==> src/rtl/arb2_req.sv <==
// Two-channel burst requester: each channel holds a request to a shared two-way
// arbiter for a programmed number of granted beats, with grant-wait timeout.

module arb2_req_chan #(
    parameter int LEN_W    = 4,
    parameter int MAX_WAIT = 15
) (
    input  logic             clk,
    input  logic             rst,
    input  logic             start,
    input  logic [LEN_W-1:0] len,
    input  logic             gnt,
    output logic             req,
    output logic             busy,
    output logic             done,
    output logic             tmo
);
    localparam int WCW = $clog2(MAX_WAIT + 1);

    typedef enum logic [1:0] {IDLE, WAIT, OWN, DONE} state_t;

    state_t           state;
    logic [LEN_W-1:0] bcnt;
    logic [WCW-1:0]   wcnt;
    logic [WCW-1:0]   wcnt_inc;

    // wcnt stays below MAX_WAIT, so the increment never wraps.
    assign wcnt_inc = wcnt + 1'b1;

    // NOTE: sequential state uses non-blocking assignments only, so every
    // register in this block samples the pre-edge values of the others.
    always_ff @(posedge clk or negedge rst) begin
        if (!rst) begin
            state <= IDLE;
            bcnt  <= '0;
            wcnt  <= '0;
            req   <= 1'b0;
            busy  <= 1'b0;
            done  <= 1'b0;
            tmo   <= 1'b0;
        end else begin
            done <= 1'b0;
            tmo  <= 1'b0;
            case (state)
                IDLE: begin
                    if (start) begin
                        state <= WAIT;
                        bcnt  <= (len == '0) ? LEN_W'(1) : len;
                        wcnt  <= '0;
                        req   <= 1'b1;
                        busy  <= 1'b1;
                    end
                end
                WAIT, OWN: begin
                    if (gnt) begin
                        bcnt <= bcnt - 1'b1;
                        if (bcnt == LEN_W'(1)) begin
                            state <= DONE;
                            req   <= 1'b0;
                            done  <= 1'b1;
                        end else begin
                            state <= OWN;
                        end
                    end else if (state == OWN) begin
                        // Preempted: keep the remaining beats, restart the wait budget.
                        state <= WAIT;
                        wcnt  <= '0;
                    end else if (wcnt_inc == WCW'(MAX_WAIT)) begin
                        state <= IDLE;
                        wcnt  <= '0;
                        req   <= 1'b0;
                        busy  <= 1'b0;
                        tmo   <= 1'b1;
                    end else begin
                        wcnt <= wcnt_inc;
                    end
                end
                DONE: begin
                    state <= IDLE;
                    busy  <= 1'b0;
                end
                default: begin
                    state <= IDLE;
                    req   <= 1'b0;
                    busy  <= 1'b0;
                end
            endcase
        end
    end
endmodule

module arb2_req #(
    parameter int LEN_W    = 4,
    parameter int MAX_WAIT = 15
) (
    input  logic             clk,
    input  logic             rst,
    input  logic             start1,
    input  logic             start2,
    input  logic [LEN_W-1:0] len1,
    input  logic [LEN_W-1:0] len2,
    input  logic             gnt1,
    input  logic             gnt2,
    output logic             req1,
    output logic             req2,
    output logic             busy1,
    output logic             busy2,
    output logic             done1,
    output logic             done2,
    output logic             tmo1,
    output logic             tmo2,
    output logic             proto_err
);
    arb2_req_chan #(.LEN_W(LEN_W), .MAX_WAIT(MAX_WAIT)) u_ch1 (
        .clk(clk), .rst(rst), .start(start1), .len(len1), .gnt(gnt1),
        .req(req1), .busy(busy1), .done(done1), .tmo(tmo1)
    );

    arb2_req_chan #(.LEN_W(LEN_W), .MAX_WAIT(MAX_WAIT)) u_ch2 (
        .clk(clk), .rst(rst), .start(start2), .len(len2), .gnt(gnt2),
        .req(req2), .busy(busy2), .done(done2), .tmo(tmo2)
    );

    // Sticky flag for an arbiter that granted both channels at once.
    always_ff @(posedge clk or negedge rst) begin
        if (!rst)
            proto_err <= 1'b0;
        else if (gnt1 && gnt2)
            proto_err <= 1'b1;
    end
endmodule

==> config.mk <==
export PLATFORM = sky130hd
export DESIGN_NAME = arb2_req
export DESIGN_NICKNAME = d
export VERILOG_FILES = /design/src/rtl/arb2_req.sv
export SDC_FILE = /design/constraint.sdc
export NUM_CORES = 1
export LEC_CHECK = 0
export ABC_AREA = 0
export ABC_CLOCK_PERIOD_IN_PS = 3300
export BUFFER_PORTS_ARGS = -buffer_cell sky130_fd_sc_hd__buf_2
export CAP_MARGIN = 20
export CELL_PAD_IN_SITES_DETAIL_PLACEMENT = 0
export CELL_PAD_IN_SITES_GLOBAL_PLACEMENT = 1
export CORE_MARGIN = 5
export CORE_UTILIZATION = 40
export CTS_CLUSTER_SIZE = 10
export DETAILED_ROUTE_END_ITERATION = 16
export HOLD_SLACK_MARGIN = 0.05
export PLACE_DENSITY_LB_ADDON = 0.1
export SKIP_CTS_REPAIR_TIMING = 1
export SLEW_MARGIN = 20
export SYNTH_ARGS = -nofsm -noshare
export SYNTH_HDL_FRONTEND = slang
export SYNTH_SLANG_ARGS = --single-unit
==> constraint.sdc <==
create_clock -name clk -period 3.3 [get_ports clk]
set_input_delay 0 -clock clk [delete_from_list [all_inputs] [get_ports clk]]
set_output_delay 0 -clock clk [all_outputs]
set_load 0.02 [all_outputs]
==> results.ini <==
[sta]
rsz0062_at_grt = no
max_freq_ghz = 0.4555
final.min_clock_period_ns = 2.196
relSlewSlack_pct = 46.72
final-setup-viol-count = 0
hold_viol = 0
worst_slew_pin_slew_ns = 0.7975
hold_slack_ns = 0.03756
slew_viol_final = 0
finClkSkew_ns = 0.001909
tns_ns = 0
timing.final.ws_setup_ns = 1.104
post-route-period-util_pct = 66.53

[worst_hold_path]
holdPathEnd = u_ch1.bcnt[0]$_DFFE_PN0P_
min-delay-start = len1[0]
whs_path_depth = 3
hold_class = in2reg

[critical_path]
path_buf_inv = 1
required_ns = 3.44
r2r-end = u_ch1.bcnt[3]$_DFFE_PN0P_
ff2ff_path_depth = 7
start_kind = flop
slowest_stage = ha_1
cp_top_family = compound AO/OA/AOI/OAI gates
path_class = reg2reg
end_kind = flop
reg2reg_slack_ns = 1.10
critPathMaxStageDelay_ns = 0.58
crit_arrival_ns = 2.34
crit_path_max_fanout = 17
crit_chain = inv_1 > ha_1 > mux2_2 > a21boi_1 > nand3_1 > o21ai_0 > a21oi_1
regToRegStartpoint = u_ch1.state[0]$_DFFE_PN0P_

[final_layout]
final_common_cell = dfrtp_1
areaGrowthSynthToFinish_pct = 16.63
final_cell_mix = dfrtp_1 (29), nand2_1 (22), buf_2 (22), inv_1 (19)
nets = 259
final_area_um2 = 2158
drive_gt1_share_pct = 17.03
n_antenna_cell = 0

[drt]
drt_iter0_drc = 73
dr.pass1.iters = 4
drt-total-wl_um = 3961
viasPerCell = 5.420
drc = 0
vias = 1523
drt-wirelength-per-cell_um = 14.10
ant_nets = 0

[global_routing]
grt_max_degree = 30
antenna_found_initial = 0
grt_pass1_vias = 1487
grt_usage_pct = 13.96
grt.overflow.total = 0
grt_first_pass_wirelength_um = 6934

[floorplan]
die-area_um2 = 6086
fp-row-count = 24
core_um2 = 4414
start_util_pct = 41.92
ioPinCount = 23
fp.dieH_um = 78.02
die_x_um = 78.02

[clock_network]
insertion_delay_ns = 0.28
root_buffer = clkbuf_8
clk_pin_slew_ns = 0.06
cts_buffer_depth = 2
cts_max_level = 2
cts_tree = done
cts-buffers-inserted = 5
tritoncts_num_sinks = 29

[synthesis]
syn_nets = 228
netlist_area_um2 = 1851
synth_top_area_share_pct = 39.22
synth_seq_cells = 29
syn_inst = 198
async_flop_share_pct = 100.0
ys_types = 44
ys.flop_type = dfrtp_1
ys_top_cells_by_area = dfrtp_1 (39%), ha_1 (11%), nand2_1 (4.5%)
synth-edff-count = 0
seq_area_frac_synth_pct = 39.22
ys.warnings.count = 0
synth_area_per_cell_um2 = 9.346
yosys.area.top_type = dfrtp_1

[power]
pwr-share-clk_pct = 15.0
p_leak_nw = 1.010
p_seq_share_pct = 30.2
powerDensity_nw_per_um2 = 919.2
ir_worst_vdd_v = 0.0005890
p_int_mw = 1.089
finalPower_mw = 1.984
p_switching_mw = 0.8944
p_comb_share_pct = 54.8
switching_share_pct = 45.08

[place]
dp_hpwl_um = 2965
io_buffers = 22
place_ws_ns = 1.108
dpl-instance-area_um2 = 2002
gp_congestion = 0.8208

[run]
drv_cap = 0

[status]
status = finished, final reports clean

[synthesized netlist by cell type (3+ instances only)]
cell      instances
dfrtp_1          29
nand2_1          22
inv_1            19
ha_1             16
o21ai_0          16
nand3_1          11
nor2_1           10
nor3_1            7
a21oi_1           6
nand2b_1          6
a21o_1            4
nor2b_1           4
o22ai_1           4
o31ai_1           4
clkbuf_1          3
mux2i_1           3
o211ai_1          3
[worst max-delay path by stage]
stage / to / startpoint / cells after the start / slack (ns)
3_3_place_gp: u_ch2.busy$_DFFE_PN0P_ / u_ch2.state[0]$_DFFE_PN0P_ / 7 / 1.17
3_5_place_dp: u_ch2.busy$_DFFE_PN0P_ / u_ch2.state[0]$_DFFE_PN0P_ / 7 / 1.11
2_1_floorplan: u_ch2.busy$_DFFE_PN0P_ / u_ch2.state[0]$_DFFE_PN0P_ / 8 / 1.53
4_1_cts: u_ch1.bcnt[3]$_DFFE_PN0P_ / u_ch1.state[1]$_DFFE_PN0P_ / 7 / 1.11
5_1_grt: u_ch2.busy$_DFFE_PN0P_ / u_ch2.state[0]$_DFFE_PN0P_ / 7 / 0.91
6_report: u_ch1.bcnt[3]$_DFFE_PN0P_ / u_ch1.state[0]$_DFFE_PN0P_ / 7 / 1.10
[metal layers]
| layer | part of all wire [%] | vias up | GRT usage (%) |
|---|---|---|---|
| li1 | - | 763 | - |
| met1 | 46 | 720 | 17.52 |
| met2 | 48 | 34 | 23.12 |
| met3 | 4.3 | 6 | 4.005 |
| met4 | 1.3 | 0 | 4.561 |
| met5 | 0 | - | 0 |
[cell type report]
type / count / area [um^2]
multi-input cells: 145 / 1030
inverters: 19 / 71.32
well taps: 52 / 65.06
clock buffers: 7 / 86.33
flip-flops and latches: 29 / 725.7
repair buffers: 29 / 180.2
fillers: 431 / 2256
[power groups by stage]
| stage | sequential, mW | clock [mW] | combinational, mW |
|---|---|---|---|
| finish | 0.600 | 0.298 | 1.09 |
| global placement | 0.595 | 0 | 1.05 |
| floorplan | 0.602 | 0 | 0.846 |
| global route | 0.619 | 0.324 | 1.24 |
| detailed placement | 0.603 | 0 | 1.08 |
| CTS | 0.597 | 0.313 | 1.09 |
[sequential cells by signal, indices dropped and copies added, names as in the netlist, 2 cells and up]
name,flops
u_ch1.state,2
u_ch1.bcnt,4
u_ch2.wcnt,4
u_ch1.wcnt,4
u_ch2.bcnt,4
u_ch2.state,2
[logic make-up after synthesis]
family,Yosys count,share of synthesized area [%]
adder cells (fa/ha/maj),16,10.82
buffers and inverters,24,5.139
AND/OR/NAND/NOR,68,18.73
XOR/XNOR,2,1.353
flip-flops,29,39.22
multiplexers,5,2.840
AO/OA/AOI/OAI,54,21.91
[through the flow]
step                      utilization, %  instances
after floorplan                        -        198
after global placement             45.35        267
after detailed placement           45.35        267
after CTS                          47.31        274
after global routing               48.89        281
final                              48.89        281
[worst min-delay path, cell delays in order]
cell	delay, ns
buf_2	0.09
o311ai_0	0.12
nand2_1	0.08
Note: power is estimated with default switching activity, not from simulation.
